**config.mk**
```make
export PLATFORM = sky130hd
export DESIGN_NAME = sd4_mac_sequencer
export DESIGN_NICKNAME = d
export VERILOG_FILES = /design/src/rtl/sd4_pkg.sv /design/src/rtl/sd4_pp_shift.sv /design/src/rtl/sd4_mac_sequencer.sv
export SDC_FILE = /design/constraint.sdc
export NUM_CORES = 1
export LEC_CHECK = 0
export BUFFER_PORTS_ARGS = -buffer_cell sky130_fd_sc_hd__buf_2
export CORE_MARGIN = 4
export CORE_UTILIZATION = 55
export CTS_BUF_LIST = sky130_fd_sc_hd__clkbuf_8
export DETAILED_ROUTE_END_ITERATION = 10
export PLACE_DENSITY = 0.83
export SLEW_MARGIN = 15
export SYNTH_ARGS = -nofsm -noshare
export SYNTH_HDL_FRONTEND = slang
export SYNTH_SLANG_ARGS = --single-unit
```
**constraint.sdc**
```tcl
create_clock -name clk -period 4.8 [get_ports clk]
set_clock_uncertainty 0.15 [all_clocks]
set_input_delay 0.96 -clock clk [delete_from_list [all_inputs] [get_ports clk]]
set_output_delay 0.96 -clock clk [all_outputs]
set_load 0.05 [all_outputs]
```
**src/rtl/sd4_pkg.sv**
```systemverilog
// Shared types and constants for the SD4 multiply-accumulate datapath.
package sd4_pkg;

    typedef enum logic [1:0] {
        ST_ACCUM = 2'd0,
        ST_FLUSH = 2'd1,
        ST_DONE  = 2'd2
    } sd4_state_t;

    localparam int SD4_MAG_W = 37;
    localparam int SD4_EXP_W = 5;

    localparam logic [2:0] SD4_W_ZERO = 3'b111;

endpackage

```
**src/rtl/sd4_pp_shift.sv**
```systemverilog
// Combinational decode of one (image, weight) pair into sign, zero flag and
// exponent-shifted magnitude. Kept standalone so multi-lane arrays can reuse it.
module sd4_pp_shift
    import sd4_pkg::*;
(
    input  logic [7:0]           image,
    input  logic [3:0]           weight,
    output logic                 sign,
    output logic                 zero,
    output logic [SD4_MAG_W-1:0] mag
);

    logic [SD4_EXP_W-1:0] exp_sum;
    logic [SD4_MAG_W-1:0] base;

    // Sign/zero detection and the shift of the implicit-one mantissa by the summed exponent.
    always_comb begin
        sign    = image[7] ^ weight[0];
        zero    = (image[6:0] == 7'd0) | (weight[2:0] == SD4_W_ZERO);
        exp_sum = {1'b0, image[6:3]} + {2'b00, weight[3:1]};
        base    = {{(SD4_MAG_W-4){1'b0}}, 1'b1, image[2:0]};
        mag     = base << exp_sum;
    end

endmodule

```
**src/rtl/sd4_mac_sequencer.sv**
```systemverilog
// Vector framing, two-stage pipeline and output handshake for the SD4 MAC.
// Stage 1 registers the decoded pair, stage 2 folds it into the accumulator.
module sd4_mac_sequencer
    import sd4_pkg::*;
#(
    parameter int VEC_LEN = 16,
    parameter int ACC_W   = 48
) (
    input  logic             clk,
    input  logic             rst,
    input  logic             clr,
    input  logic             in_valid,
    output logic             in_ready,
    input  logic [7:0]       image,
    input  logic [3:0]       weight,
    output logic             out_valid,
    input  logic             out_ready,
    output logic [ACC_W-1:0] out_acc,
    output logic             busy
);

    localparam int               CNT_W    = (VEC_LEN > 1) ? $clog2(VEC_LEN) : 1;
    localparam logic [CNT_W-1:0] LAST_IDX = CNT_W'(VEC_LEN - 1);

    sd4_state_t           state;
    logic [CNT_W-1:0]     count;
    logic                 in_hs;

    logic                 pp_sign;
    logic                 pp_zero;
    logic [SD4_MAG_W-1:0] pp_mag;

    logic                 s1_valid;
    logic                 s1_sign;
    logic                 s1_zero;
    logic [SD4_MAG_W-1:0] s1_mag;

    logic [ACC_W-1:0]     mag_ext;
    logic [ACC_W-1:0]     term;
    logic [ACC_W-1:0]     acc;

    sd4_pp_shift u_pp_shift (
        .image  (image),
        .weight (weight),
        .sign   (pp_sign),
        .zero   (pp_zero),
        .mag    (pp_mag)
    );

    assign in_ready = (state == ST_ACCUM) & ~rst & ~clr;
    assign in_hs    = in_valid & in_ready;
    assign out_acc  = acc;
    assign busy     = (state != ST_ACCUM) | (count != '0) | s1_valid;

    // Vector framing FSM: counts beats, spends one cycle draining stage 2, then holds the result.
    always_ff @(posedge clk) begin
        if (rst | clr) begin
            state     <= ST_ACCUM;
            count     <= '0;
            out_valid <= 1'b0;
        end else begin
            case (state)
                ST_ACCUM: begin
                    if (in_hs) begin
                        if (count == LAST_IDX) begin
                            state <= ST_FLUSH;
                            count <= '0;
                        end else begin
                            count <= count + CNT_W'(1);
                        end
                    end
                end
                ST_FLUSH: begin
                    state     <= ST_DONE;
                    out_valid <= 1'b1;
                end
                ST_DONE: begin
                    if (out_ready) begin
                        state     <= ST_ACCUM;
                        out_valid <= 1'b0;
                    end
                end
                default: begin
                    state     <= ST_ACCUM;
                    out_valid <= 1'b0;
                end
            endcase
        end
    end

    // Stage 1 captures the decoded pair on every accepted beat; bubbles leave s1_valid low.
    always_ff @(posedge clk) begin
        if (rst | clr) begin
            s1_valid <= 1'b0;
        end else begin
            s1_valid <= in_hs;
            if (in_hs) begin
                s1_sign <= pp_sign;
                s1_zero <= pp_zero;
                s1_mag  <= pp_mag;
            end
        end
    end

    // Turns the stage-1 magnitude into a signed two's-complement term at accumulator width.
    always_comb begin
        mag_ext = {{(ACC_W-SD4_MAG_W){1'b0}}, s1_mag};
        term    = '0;
        if (!s1_zero) begin
            term = s1_sign ? -mag_ext : mag_ext;
        end
    end

    // Stage 2 accumulates modulo 2^ACC_W and clears once the result has been taken.
    always_ff @(posedge clk) begin
        if (rst | clr) begin
            acc <= '0;
        end else if ((state == ST_DONE) && out_ready) begin
            acc <= '0;
        end else if (s1_valid) begin
            acc <= acc + term;
        end
    end

endmodule

```
==> impl_metrics.prom, run 1 <==
# TYPE chip_impl_metric gauge
chip_impl_metric{name="drt_pass1_iterations",unit=""} 6
chip_impl_metric{name="cts_sinks",unit=""} 93
chip_impl_metric{name="p_seq_share",unit="%"} 51.1
chip_impl_metric{name="number_of_port_buffers",unit=""} 67
chip_impl_metric{name="wl_per_cell",unit="um"} 16.6
chip_impl_metric{name="seq_area",unit="um2"} 2230
chip_impl_info{name="outcome",value="finished, violations left"} 1
chip_impl_info{name="critPathKind",value="register to register"} 1
chip_impl_metric{name="crit_cells",unit=""} 21
chip_impl_info{name="critPathTopFamily",value="simple AND/OR/NAND/NOR gates"} 1
chip_impl_metric{name="reg2reg_depth",unit=""} 21
chip_impl_metric{name="cts_buffers",unit=""} 9
chip_impl_metric{name="grt_max_degree",unit=""} 46
chip_impl_metric{name="power.ir.vdd_worst",unit="mV"} 0.187
chip_impl_metric{name="synth_warnings",unit=""} 0
chip_impl_metric{name="postLayoutSetupSlackWorst",unit="ns"} -0.477
chip_impl_metric{name="finish.net_count",unit=""} 1091
chip_impl_metric{name="slew-limit-headroom",unit="%"} 37.6
chip_impl_info{name="post-synth-top-area-cell",value="dfxtp_1"} 1
chip_impl_metric{name="post_synth_instance_area",unit="um2"} 7100
chip_impl_metric{name="final-instance-count-excl-fill",unit=""} 1196
chip_impl_metric{name="core_region_area",unit="um2"} 12600
chip_impl_info{name="root_buffer_master",value="clkbuf_8"} 1
chip_impl_metric{name="p_sw",unit="mW"} 0.533
chip_impl_metric{name="synth-compound-area-share",unit="%"} 20.3
chip_impl_metric{name="synth.area.mux_share",unit="%"} 5.08
chip_impl_metric{name="timing.hold.worst_path_depth",unit=""} 2
chip_impl_metric{name="final_layout_size_suffix_gt1_share",unit="%"} 26.6
chip_impl_metric{name="simple_gate_share_of_the_synthesized_area",unit="%"} 20.2
chip_impl_metric{name="die_width",unit="um"} 122
chip_impl_metric{name="post_dp_cell_area",unit="um2"} 8270
chip_impl_metric{name="number_of_maximum_capacitance_violations",unit=""} 0
chip_impl_metric{name="multiInputGateArea",unit="um2"} 5030
chip_impl_info{name="violations",value="setup timing"} 1
chip_impl_info{name="crit_path_end_kind",value="register"} 1
chip_impl_metric{name="start_util",unit="%"} 56.2
chip_impl_metric{name="num_antenna_cells",unit=""} 0
chip_impl_metric{name="power.share.combinational",unit="%"} 18.8
chip_impl_metric{name="switching_fraction_of_total_power",unit="%"} 31.5
chip_impl_info{name="start_kind",value="register"} 1
chip_impl_metric{name="detail_route.iter0.violations",unit=""} 709
chip_impl_metric{name="grt_pass1_wl",unit="um"} 31700
chip_impl_metric{name="final-max-slew-violation-count",unit=""} 0
chip_impl_metric{name="max_clock_freq",unit="MHz"} 190
chip_impl_metric{name="final_design_area_no_fill",unit="um2"} 8960
chip_impl_metric{name="totalNegativeSetupSlack",unit="ns"} -4.16
chip_impl_metric{name="grt_overflow_total",unit=""} 0
chip_impl_info{name="crit_slowest_cell",value="edfxtp_1"} 1
chip_impl_metric{name="post-synth-top-area-fraction",unit="%"} 15.8
chip_impl_metric{name="clockPowerShare",unit="%"} 30.1
chip_impl_metric{name="synth_fa_ha_area_share",unit="%"} 9.91
chip_impl_metric{name="power.leakage",unit="nW"} 3.83
chip_impl_metric{name="power",unit="mW"} 1.69
chip_impl_metric{name="critical_path.max_stage_delay",unit="ns"} 0.45
chip_impl_metric{name="post_synth.cell_area_avg",unit="um2"} 8.23
chip_impl_metric{name="synth-xor-area-share",unit="%"} 9.99
chip_impl_metric{name="worstSkewPairLatency",unit="ns"} 0.40
chip_impl_metric{name="finalCritPeriodShare",unit="%"} 110
chip_impl_metric{name="detailedPlace.worstSlack",unit="ns"} -0.518
chip_impl_metric{name="areaGrowthSynthToFinish",unit="%"} 26.3
chip_impl_metric{name="finalSetupViolations",unit=""} 15
chip_impl_info{name="rsz0062_at_grt",value="yes"} 1
chip_impl_metric{name="final_util",unit="%"} 71.0
chip_impl_info{name="hp-class",value="register to register"} 1
chip_impl_metric{name="remaining_drc_errors",unit=""} 0
chip_impl_metric{name="cellPowerDensity",unit="nW/um2"} 189
chip_impl_metric{name="worst-path-buf-inv",unit=""} 1
chip_impl_metric{name="cts_hold_buf",unit=""} 0
chip_impl_metric{name="post_synth_inst_count",unit=""} 862
chip_impl_metric{name="timing.final.hold_violations",unit=""} 0
chip_impl_info{name="dominantRegCellSynth",value="dfxtp_1"} 1
chip_impl_metric{name="r2r_setup_slk",unit="ns"} -0.48
chip_impl_metric{name="worst_slew_pin_slew",unit="ns"} 0.936
chip_impl_metric{name="antenna_violations_before_repair",unit=""} 0
chip_impl_info{name="post_synth_main_area_contributors",value="dfxtp_1 16%, edfxtp_1 16%, ha_1 9.3%, nor2_1 7.1%, xor2_1 6.0%"} 1
chip_impl_metric{name="area_enclosed_by_the_die_boundary",unit="um2"} 14800
chip_impl_metric{name="die-height",unit="um"} 122
chip_impl_info{name="path_cells",value="nor4_4, nand3_2, or3_4, or3_4, or4_4, buf_6, o21a_1, a21oi_2, xor2_1, nor2_1, ha_1, and3_4, nand4_1, nand2b_4, and3_4, o221ai_2, o21bai_4, a211oi_2, xor2_1, or3_1, a21oi_1"} 1
chip_impl_metric{name="postSynthRegisterBits",unit=""} 93
chip_impl_metric{name="cts.reportedPaths.clkPinSlew",unit="ns"} 0.10
chip_impl_metric{name="synth_enable_flop_cells",unit=""} 37
chip_impl_metric{name="finalHoldWorstSlack",unit="ns"} 0.336
chip_impl_metric{name="internal_power",unit="mW"} 1.16
chip_impl_metric{name="vias_per_cell",unit=""} 5.96
chip_impl_metric{name="design.portCount",unit=""} 68
chip_impl_metric{name="worst-endpoint-required",unit="ns"} 4.97
chip_impl_metric{name="vias",unit=""} 7129
chip_impl_metric{name="cp.arrival",unit="ns"} 5.45
chip_impl_metric{name="routed_wirelength",unit="um"} 19900
chip_impl_metric{name="gpl.final_weighted_congestion",unit=""} 0.952
chip_impl_metric{name="placedCellCount",unit=""} 1160
chip_impl_metric{name="post_route_antenna_net_violation_count",unit=""} 0
chip_impl_metric{name="yosys.cell_types.count",unit=""} 57
chip_impl_metric{name="ctsHtreeMaxLevel",unit=""} 3
chip_impl_metric{name="grtUsageTotal",unit="%"} 26.4
chip_impl_metric{name="first_global_vias",unit=""} 6607
chip_impl_metric{name="clock_path_buffers",unit=""} 2
chip_impl_metric{name="postSynth.asyncResetShare",unit="%"} 0
chip_impl_metric{name="sequential_share_of_the_synthesized_area",unit="%"} 31.4
chip_impl_metric{name="place.detailed.hpwl",unit="um"} 14200
chip_impl_info{name="cts_tree",value="built"} 1
chip_impl_metric{name="finalWorstPathRequiredPeriod",unit="ns"} 5.28
chip_impl_metric{name="row_count",unit=""} 41
chip_impl_metric{name="crit_path_max_fanout",unit=""} 4
chip_impl_metric{name="fillerInstances",unit=""} 939
chip_impl_info{name="main_combinational_cell_family_by_area_after_synthesis",value="compound AO/OA/AOI/OAI gates"} 1
## final timing paths
kind,startpoint,endpoint
hold / removal,count[3]$_SDFFE_PP0P_,state[0]$_SDFFE_PP0P_
hold reg to reg,count[3]$_SDFFE_PP0P_,state[0]$_SDFFE_PP0P_
setup / recovery,s1_mag[2]$_SDFFCE_PP0P_,out_acc[47]$_SDFFE_PP0P_
setup reg to reg,s1_mag[2]$_SDFFCE_PP0P_,out_acc[47]$_SDFFE_PP0P_
## cells in the final DEF (no fill, tap or decap), types with 9 or more instances in the layout
cell type and instances:
o21ai_0 38, nand4_1 13, xor2_1 49, nor2_1 132, clkbuf_8 9, o21ai_1 10
nor3_1 14, dfxtp_1 55, o21a_1 12, and3_1 11, buf_6 9, nand3_1 15
ha_1 49, edfxtp_1 37, o31ai_1 12, a21oi_1 51, nand2_1 69, xnor2_1 30
or3_1 11, a21o_1 19, inv_1 17, mux2i_1 36, buf_4 107, buf_2 67
## synthesized netlist by cell type (all sizes together) (4+ instances only)
master  number
o22ai        7
o41ai        6
o21bai       9
nor4         4
o31ai       13
o21a        12
o21ai       50
nand4       13
nor3        17
nand3       18
nor2b        7
o31a         8
a211oi       9
clkbuf      37
or3         15
edfxtp      37
nor2       135
and2         4
mux2i       36
a31oi       10
ha          53
nand2       73
xor2        49
or4          5
xnor2       32
and3        14
dfxtp       56
inv         17
a21o        19
a21oi       59
## kinds of logic (layout without fill, tap and decap cells)
| logic type | Yosys count | count (layout) |
|---|---|---|
| XOR/XNOR | 81 | 81 |
| buffers and inverters | 58 | 217 |
| multiplexers | 36 | 36 |
| adder cells (fa/ha/maj) | 55 | 55 |
| AND/OR/NAND/NOR | 314 | 314 |
| AO/OA/AOI/OAI | 224 | 224 |
| other | 1 | 4 |
| flip-flops | 93 | 93 |
## layer usage
layer  wire length (um)  track usage, %  up-vias
li1                   -               -     3437
met1               8430            34.8     3336
met2               9630            44.3      274
met3               1230            3.62       82
met4                619            9.94        0
met5                  0               0        -
## power groups by stage
stage | sequential, mW | combinational, mW | clock (mW)
after global placement | 0.879 | 0.293 | 0
after detailed placement | 0.880 | 0.302 | 0
after CTS | 0.863 | 0.306 | 0.514
after floorplan | 0.884 | 0.202 | 0
final | 0.864 | 0.317 | 0.509
after global routing | 0.866 | 0.348 | 0.548
## worst min-delay path: stages (launching register included)
cell and delay [ns]:
dfxtp_1 0.34, nand2_1 0.08, nor2_1 0.04
## what timing repair did
item,4_1_cts,5_1_grt
buffers inserted,9,12
endpoints found under the setup margin,13,23
pin swaps,16,38
cloned,0,0
resized for setup,22,61
## cell type report
type                       count  area share [%]
timing repair buffer         183            13.8
sequential                    93            24.9
tap                          172            2.40
inverter                      18           0.754
clock inverter                 7           0.600
clock buffer                   9            1.38
multi-input combinational    714            56.1
## sequential cells by signal, summed over array words and instances, names as in the netlist
signal,count
out_acc,48
out_valid,1
state,2
s1_zero,1
s1_valid,1
s1_sign,1
s1_mag,35
count,4
Note: power is estimated with default switching activity, not from simulation.
==> run 2, diff against run 1 <==
Settings changed: CTS_BUF_LIST sky130_fd_sc_hd__clkbuf_8 to not set.
==> run 2 against run 1 <==
Net effect:
- the run still ends with setup timing left
- register-to-register slack better by 0.05 ns
- die area unchanged
- total power is 12% higher
- final cell count grew 0.33%
- highest routed layer unchanged
- cell area is 1.3% higher
==> impl_metrics.prom, run 2 (synthesized netlist as in run 1, its figures left out) <==
# TYPE chip_impl_metric gauge
chip_impl_metric{name="finish.net_count",unit=""} 1095
chip_impl_info{name="crit-reg2reg-capture",value="out_acc[47]$_SDFFE_PP0P_"} 1
chip_impl_metric{name="placedCellCount",unit=""} 1160
chip_impl_metric{name="timing.hold.worst_path_depth",unit=""} 2
chip_impl_metric{name="reg2reg_depth",unit=""} 19
chip_impl_info{name="crit_end",value="out_acc[47]$_SDFFE_PP0P_"} 1
chip_impl_metric{name="grt_pass1_wl",unit="um"} 32100
chip_impl_metric{name="cp.arrival",unit="ns"} 5.37
chip_impl_metric{name="place.detailed.hpwl",unit="um"} 14200
chip_impl_info{name="crit_slowest_cell",value="or4_4"} 1
chip_impl_metric{name="number_of_maximum_capacitance_violations",unit=""} 0
chip_impl_metric{name="r2r_setup_slk",unit="ns"} -0.43
chip_impl_metric{name="area_enclosed_by_the_die_boundary",unit="um2"} 14800
chip_impl_metric{name="die_width",unit="um"} 122
chip_impl_info{name="cpMostUsedCell",value="or4_4"} 1
chip_impl_metric{name="max_clock_freq",unit="MHz"} 191
chip_impl_info{name="worst_r2r_startpoint",value="s1_mag[6]$_SDFFCE_PP0P_"} 1
chip_impl_metric{name="design.portCount",unit=""} 68
chip_impl_info{name="critPathKind",value="register to register"} 1
chip_impl_metric{name="row_count",unit=""} 41
chip_impl_info{name="commonest_non_fill_non_tap_cell_in_the_layout",value="nor2_1"} 1
chip_impl_metric{name="postLayoutSetupSlackWorst",unit="ns"} -0.430
chip_impl_metric{name="slew-limit-headroom",unit="%"} 38.6
chip_impl_metric{name="ctsHtreeMaxLevel",unit=""} 3
chip_impl_metric{name="power.leakage",unit="nW"} 3.86
chip_impl_metric{name="cts.reportedPaths.clkPinSlew",unit="ns"} 0.07
chip_impl_metric{name="wl_per_cell",unit="um"} 17.2
chip_impl_metric{name="die-height",unit="um"} 122
chip_impl_info{name="hp-class",value="register to register"} 1
chip_impl_metric{name="gpl.final_weighted_congestion",unit=""} 0.952
chip_impl_metric{name="first_global_vias",unit=""} 6702
chip_impl_metric{name="cts_sinks",unit=""} 93
chip_impl_metric{name="start_util",unit="%"} 56.2
chip_impl_metric{name="areaGrowthSynthToFinish",unit="%"} 27.9
chip_impl_metric{name="clock_path_buffers",unit=""} 2
chip_impl_metric{name="timing.final.hold_violations",unit=""} 0
chip_impl_metric{name="cts_hold_buf",unit=""} 0
chip_impl_info{name="startpoint",value="s1_mag[6]$_SDFFCE_PP0P_"} 1
chip_impl_metric{name="worstSkewPairLatency",unit="ns"} 0.37
chip_impl_metric{name="grt_overflow_total",unit=""} 0
chip_impl_info{name="cts_tree",value="built"} 1
chip_impl_metric{name="largest_reg_flops",unit=""} 48
chip_impl_metric{name="remaining_drc_errors",unit=""} 0
chip_impl_info{name="rsz0062_at_grt",value="yes"} 1
chip_impl_metric{name="final-instance-count-excl-fill",unit=""} 1200
chip_impl_metric{name="detail_route.iter0.violations",unit=""} 748
chip_impl_metric{name="vias",unit=""} 7180
chip_impl_metric{name="worst_slew_pin_slew",unit="ns"} 0.921
chip_impl_metric{name="routed_wirelength",unit="um"} 20600
chip_impl_metric{name="grtUsageTotal",unit="%"} 27.0
chip_impl_metric{name="critical_path.max_stage_delay",unit="ns"} 0.56
chip_impl_metric{name="vias_per_cell",unit=""} 5.98
chip_impl_info{name="path_cells",value="or4_4, or3_4, or3_4, or4_4, or4_4, nand2_2, xor2_1, nor2_1, ha_1, and3_4, nand4_1, nand2b_4, and3_4, o221ai_1, o21bai_4, a211oi_2, xor2_1, or3_1, a21oi_1"} 1
chip_impl_metric{name="crit_path_max_fanout",unit=""} 3
chip_impl_metric{name="final_layout_size_suffix_gt1_share",unit="%"} 26.9
chip_impl_info{name="root_buffer_master",value="clkbuf_16"} 1
chip_impl_metric{name="antenna_violations_before_repair",unit=""} 0
chip_impl_metric{name="cts_buffers",unit=""} 9
chip_impl_metric{name="finalCritPeriodShare",unit="%"} 109
chip_impl_metric{name="final-max-slew-violation-count",unit=""} 0
chip_impl_metric{name="power",unit="mW"} 1.89
chip_impl_info{name="outcome",value="finished, violations left"} 1
chip_impl_info{name="violations",value="setup timing"} 1
chip_impl_metric{name="grt_max_degree",unit=""} 46
chip_impl_metric{name="post_route_antenna_net_violation_count",unit=""} 0
chip_impl_metric{name="power.ir.vdd_worst",unit="mV"} 0.277
chip_impl_info{name="crit_path_end_kind",value="register"} 1
chip_impl_metric{name="number_of_port_buffers",unit=""} 67
chip_impl_metric{name="num_antenna_cells",unit=""} 0
chip_impl_metric{name="worst-endpoint-required",unit="ns"} 4.94
chip_impl_metric{name="drt_pass1_iterations",unit=""} 6
chip_impl_metric{name="cellPowerDensity",unit="nW/um2"} 208
chip_impl_metric{name="finalSetupViolations",unit=""} 13
chip_impl_metric{name="core_region_area",unit="um2"} 12600
chip_impl_metric{name="finalWorstPathRequiredPeriod",unit="ns"} 5.23
chip_impl_info{name="start_kind",value="register"} 1
chip_impl_info{name="mostFrequentLayoutCells",value="131 x nor2_1, 114 x buf_4, 70 x nand2_1"} 1
## run 2: changes by cell type in the layout (fill, tap and decap cells not counted), moves of 3 or more
cell | previous run | this run
buf_4 | 107 | 114
clkbuf_8 | 9 | 0
clkbuf_16 | 0 | 9
buf_6 | 9 | 6
o221ai_2 | 3 | 0
o221ai_1 | 0 | 3
## run 2: how the worst min path moves through the flow
stage / from / endpoint / slack (ns)
after floorplan: count[3]$_SDFFE_PP0P_ / state[0]$_SDFFE_PP0P_ / 0.30
after global routing: count[3]$_SDFFE_PP0P_ / state[0]$_SDFFE_PP0P_ / 0.36
after global placement: count[3]$_SDFFE_PP0P_ / state[0]$_SDFFE_PP0P_ / 0.31
final: count[3]$_SDFFE_PP0P_ / state[0]$_SDFFE_PP0P_ / 0.33
after detailed placement: count[3]$_SDFFE_PP0P_ / state[0]$_SDFFE_PP0P_ / 0.32
after CTS: count[3]$_SDFFE_PP0P_ / state[0]$_SDFFE_PP0P_ / 0.33
## run 2: metrics by stage
step	TNS [ns]	area [um2]	hold WS (ns)	utilization [%]	worst slack, ns
floorplan	-1.47	7160	0.302	-	-0.300
global placement	-1.49	8270	0.312	65.5	-0.242
detailed placement	-3.81	8270	0.324	65.5	-0.518
CTS	-1.58	8730	0.332	69.2	-0.278
global route	-5.66	9080	0.359	71.9	-0.604
finish	-3.16	9080	0.332	71.9	-0.430
## run 2: layout make-up
cell class / instances / area [um2]
repair buffers: 187 / 1260
multi-input cells: 714 / 5020
clock inverters: 6 / 50.0
flip-flops and latches: 93 / 2230
well taps: 172 / 215
fillers: 930 / 3540
inverters: 18 / 67.6
clock buffers: 10 / 229
## run 2: critical path: cells and delay by family, from the launching register on
kind,cells,cell delay (ns)
AO/OA/AOI/OAI,4,0.67
flip-flops,1,0.40
XOR/XNOR,2,0.25
adder cells (fa/ha/maj),1,0.33
AND/OR/NAND/NOR,12,3.35
## run 2: routing by layer
metal,global-route usage (%),routed length (um),vias up
met3,4.60,1210,63
met4,11.8,665,0
met5,0,0,-
met1,34.7,8800,3386
li1,-,-,3447
met2,44.6,9940,284
## run 2: repair_timing
item                       CTS  global route
setup endpoints to repair   13            23
pin swaps                   15            26
hold endpoints to repair     0             0
gates resized for setup     24            58
cloned                       0             0
buffers inserted             9            16
## run 2: power by group
| group | switching [mW] | internal (mW) | total [mW] |
|---|---|---|---|
| combinational | 0.203 | 0.119 | 0.322 |
| clock | 0.341 | 0.359 | 0.701 |
| sequential | 0.0184 | 0.846 | 0.864 |
| total | 0.562 | 1.32 | 1.89 |
==> run 3, diff against run 2 <==
Settings changed: MAX_ROUTING_LAYER set to met4.
==> run 3 against run 2 <==
Net effect:
- the flow still finishes with violations (setup timing)
- non-clock buffer count down 1
- critical path depth rose by 1
- setup slack lost 0.039 ns
- flip-flop and latch count is the same
- maximum frequency down 0.74%
- total power is 5.1% higher
- via count increased by 2.0%
- die area did not move
- cell area grew 0.73%
- sequential power hardly changed
- utilization is 0.53 points higher
- critical endpoint is now out_acc[46]$_SDFFE_PP0P_
==> impl_metrics.prom, run 3 (synthesized netlist as in run 1, its figures left out) <==
# TYPE chip_impl_metric gauge
chip_impl_metric{name="drt_pass1_iterations",unit=""} 6
chip_impl_metric{name="r2r_setup_slk",unit="ns"} -0.47
chip_impl_metric{name="remaining_drc_errors",unit=""} 0
chip_impl_info{name="hp-class",value="register to register"} 1
chip_impl_metric{name="cp.arrival",unit="ns"} 5.35
chip_impl_metric{name="cts_hold_buf",unit=""} 0
chip_impl_metric{name="cts_buffers",unit=""} 9
chip_impl_info{name="cts_tree",value="built"} 1
chip_impl_metric{name="num_antenna_cells",unit=""} 0
chip_impl_metric{name="critical_path.max_stage_delay",unit="ns"} 0.57
chip_impl_metric{name="finalWorstPathRequiredPeriod",unit="ns"} 5.27
chip_impl_info{name="start_kind",value="register"} 1
chip_impl_metric{name="post_route_antenna_net_violation_count",unit=""} 0
chip_impl_metric{name="start_util",unit="%"} 56.2
chip_impl_metric{name="grt_pass1_wl",unit="um"} 32000
chip_impl_info{name="commonest_non_fill_non_tap_cell_in_the_layout",value="nor2_1"} 1
chip_impl_metric{name="largest_reg_flops",unit=""} 48
chip_impl_metric{name="finalSetupViolations",unit=""} 13
chip_impl_info{name="outcome",value="finished, violations left"} 1
chip_impl_metric{name="finish.net_count",unit=""} 1094
chip_impl_metric{name="vias",unit=""} 7323
chip_impl_metric{name="worstSkewPairLatency",unit="ns"} 0.37
chip_impl_metric{name="reg2reg_depth",unit=""} 20
chip_impl_info{name="crit_path_end_kind",value="register"} 1
chip_impl_metric{name="detailedPlace.worstSlack",unit="ns"} -0.485
chip_impl_metric{name="fillerInstances",unit=""} 880
chip_impl_metric{name="areaGrowthSynthToFinish",unit="%"} 28.8
chip_impl_metric{name="clock_path_buffers",unit=""} 2
chip_impl_metric{name="cts_sinks",unit=""} 93
chip_impl_metric{name="worst-endpoint-required",unit="ns"} 4.89
chip_impl_metric{name="gpl.final_weighted_congestion",unit=""} 1.01
chip_impl_info{name="root_buffer_master",value="clkbuf_16"} 1
chip_impl_metric{name="crit_cells",unit=""} 20
chip_impl_metric{name="postLayoutSetupSlackWorst",unit="ns"} -0.469
chip_impl_metric{name="grt_max_degree",unit=""} 46
chip_impl_info{name="crit_slowest_cell",value="or4_4"} 1
chip_impl_metric{name="number_of_port_buffers",unit=""} 67
chip_impl_metric{name="die_width",unit="um"} 122
chip_impl_metric{name="max_clock_freq",unit="MHz"} 190
chip_impl_metric{name="totalNegativeSetupSlack",unit="ns"} -3.17
chip_impl_metric{name="area_enclosed_by_the_die_boundary",unit="um2"} 14800
chip_impl_metric{name="grtUsageTotal",unit="%"} 27.8
chip_impl_info{name="violations",value="setup timing"} 1
chip_impl_metric{name="crit_path_max_fanout",unit=""} 4
chip_impl_metric{name="timing.final.hold_violations",unit=""} 0
chip_impl_info{name="rsz0062_at_grt",value="yes"} 1
chip_impl_metric{name="vias_per_cell",unit=""} 6.11
chip_impl_metric{name="first_global_vias",unit=""} 6669
chip_impl_metric{name="post_dp_cell_area",unit="um2"} 8260
chip_impl_info{name="critPathKind",value="register to register"} 1
chip_impl_metric{name="power.ir.vdd_worst",unit="mV"} 0.165
chip_impl_metric{name="cts.reportedPaths.clkPinSlew",unit="ns"} 0.07
chip_impl_info{name="critPathTopFamily",value="simple AND/OR/NAND/NOR gates"} 1
chip_impl_metric{name="power.leakage",unit="nW"} 3.89
chip_impl_metric{name="grt_overflow_total",unit=""} 0
chip_impl_metric{name="timing.hold.worst_path_depth",unit=""} 2
chip_impl_metric{name="final_design_area_no_fill",unit="um2"} 9150
chip_impl_metric{name="slew-limit-headroom",unit="%"} 39.2
chip_impl_metric{name="ctsHtreeMaxLevel",unit=""} 3
chip_impl_metric{name="worst-path-buf-inv",unit=""} 1
chip_impl_metric{name="antenna_violations_before_repair",unit=""} 0
chip_impl_metric{name="row_count",unit=""} 41
chip_impl_metric{name="final_layout_size_suffix_gt1_share",unit="%"} 27.3
chip_impl_metric{name="finalCritPeriodShare",unit="%"} 110
chip_impl_metric{name="cellPowerDensity",unit="nW/um2"} 217
chip_impl_metric{name="number_of_maximum_capacitance_violations",unit=""} 0
chip_impl_metric{name="die-height",unit="um"} 122
chip_impl_metric{name="final-max-slew-violation-count",unit=""} 0
chip_impl_metric{name="routed_wirelength",unit="um"} 21700
chip_impl_metric{name="wl_per_cell",unit="um"} 18.1
chip_impl_info{name="mostFrequentLayoutCells",value="132 x nor2_1, 111 x buf_4, 68 x nand2_1"} 1
chip_impl_metric{name="worst_slew_pin_slew",unit="ns"} 0.912
chip_impl_metric{name="final_util",unit="%"} 72.5
chip_impl_metric{name="core_region_area",unit="um2"} 12600
chip_impl_info{name="path_cells",value="or4_4, or3_4, or3_4, or4_4, buf_6, o21a_1, a21oi_2, xor2_1, nor2_1, ha_1, nand2_2, nor4_4, a2111oi_2, o21ai_2, a221oi_2, o21ai_2, a31oi_1, xnor2_1, mux2i_1, nor2_1"} 1
chip_impl_metric{name="detail_route.iter0.violations",unit=""} 672
chip_impl_metric{name="design.portCount",unit=""} 68
chip_impl_metric{name="place.detailed.hpwl",unit="um"} 14100
[run 3: area by class of cell]
class	count	area, um2	share of cell area (%)
well taps	172	215	2.35
multi-input cells	714	5040	55.2
repair buffers	186	1260	13.8
flip-flops and latches	93	2230	24.4
clock buffers	9	225	2.46
inverters	18	70.1	0.766
clock inverters	7	97.6	1.07
[run 3: stage by stage]
step / power (mW) / hold WS [ns] / std cells
detailed placement: 1.18 / 0.336 / 1159
global route: 2.05 / 0.372 / 1199
global placement: 1.17 / 0.313 / 1159
finish: 1.98 / 0.346 / 1199
CTS: 1.96 / 0.348 / 1191
floorplan: 1.09 / 0.302 / 865
[run 3: layer usage]
| layer | share of wire, % | vias up | wire (um) | GRT usage [%] |
|---|---|---|---|---|
| met5 | 0 | - | 0 | - |
| met4 | 4.0 | 0 | 862 | 11.1 |
| met3 | 6.2 | 87 | 1340 | 3.90 |
| met2 | 49 | 348 | 10600 | 45.6 |
| met1 | 41 | 3450 | 8930 | 34.7 |
| li1 | - | 3438 | - | - |
[run 3: power by group]
| part | internal (mW) | switching [mW] | total [mW] | leakage (nW) |
|---|---|---|---|---|
| Combinational | 0.123 | 0.209 | 0.332 | 2.99 |
| Sequential | 0.846 | 0.0210 | 0.867 | 0.746 |
| Clock | 0.422 | 0.361 | 0.784 | 0.159 |
| Total | 1.39 | 0.591 | 1.98 | 3.89 |
[run 3: worst reg2reg max path: stages (launching register included)]
cell	delay, ns
edfxtp_1	0.43
or4_4	0.57
or3_4	0.36
or3_4	0.34
or4_4	0.44
buf_6	0.14
o21a_1	0.20
a21oi_2	0.14
xor2_1	0.17
nor2_1	0.08
ha_1	0.38
nand2_2	0.15
nor4_4	0.07
a2111oi_2	0.46
o21ai_2	0.15
a221oi_2	0.28
o21ai_2	0.13
a31oi_1	0.23
xnor2_1	0.09
mux2i_1	0.13
nor2_1	0.06
[run 3: what timing repair did]
item / 4_1_cts / 5_1_grt
gates resized for setup: 37 / 52
buffers inserted: 16 / 10
pin swaps: 22 / 34
setup endpoints to repair: 12 / 22
[run 3: worst paths after layout]
| path | startpoint | end |
|---|---|---|
| min | out_acc[47]$_SDFFE_PP0P_ | out_acc[47]$_SDFFE_PP0P_ |
| max | s1_mag[7]$_SDFFCE_PP0P_ | out_acc[46]$_SDFFE_PP0P_ |
| min reg2reg | out_acc[47]$_SDFFE_PP0P_ | out_acc[47]$_SDFFE_PP0P_ |
| max reg2reg | s1_mag[7]$_SDFFCE_PP0P_ | out_acc[46]$_SDFFE_PP0P_ |
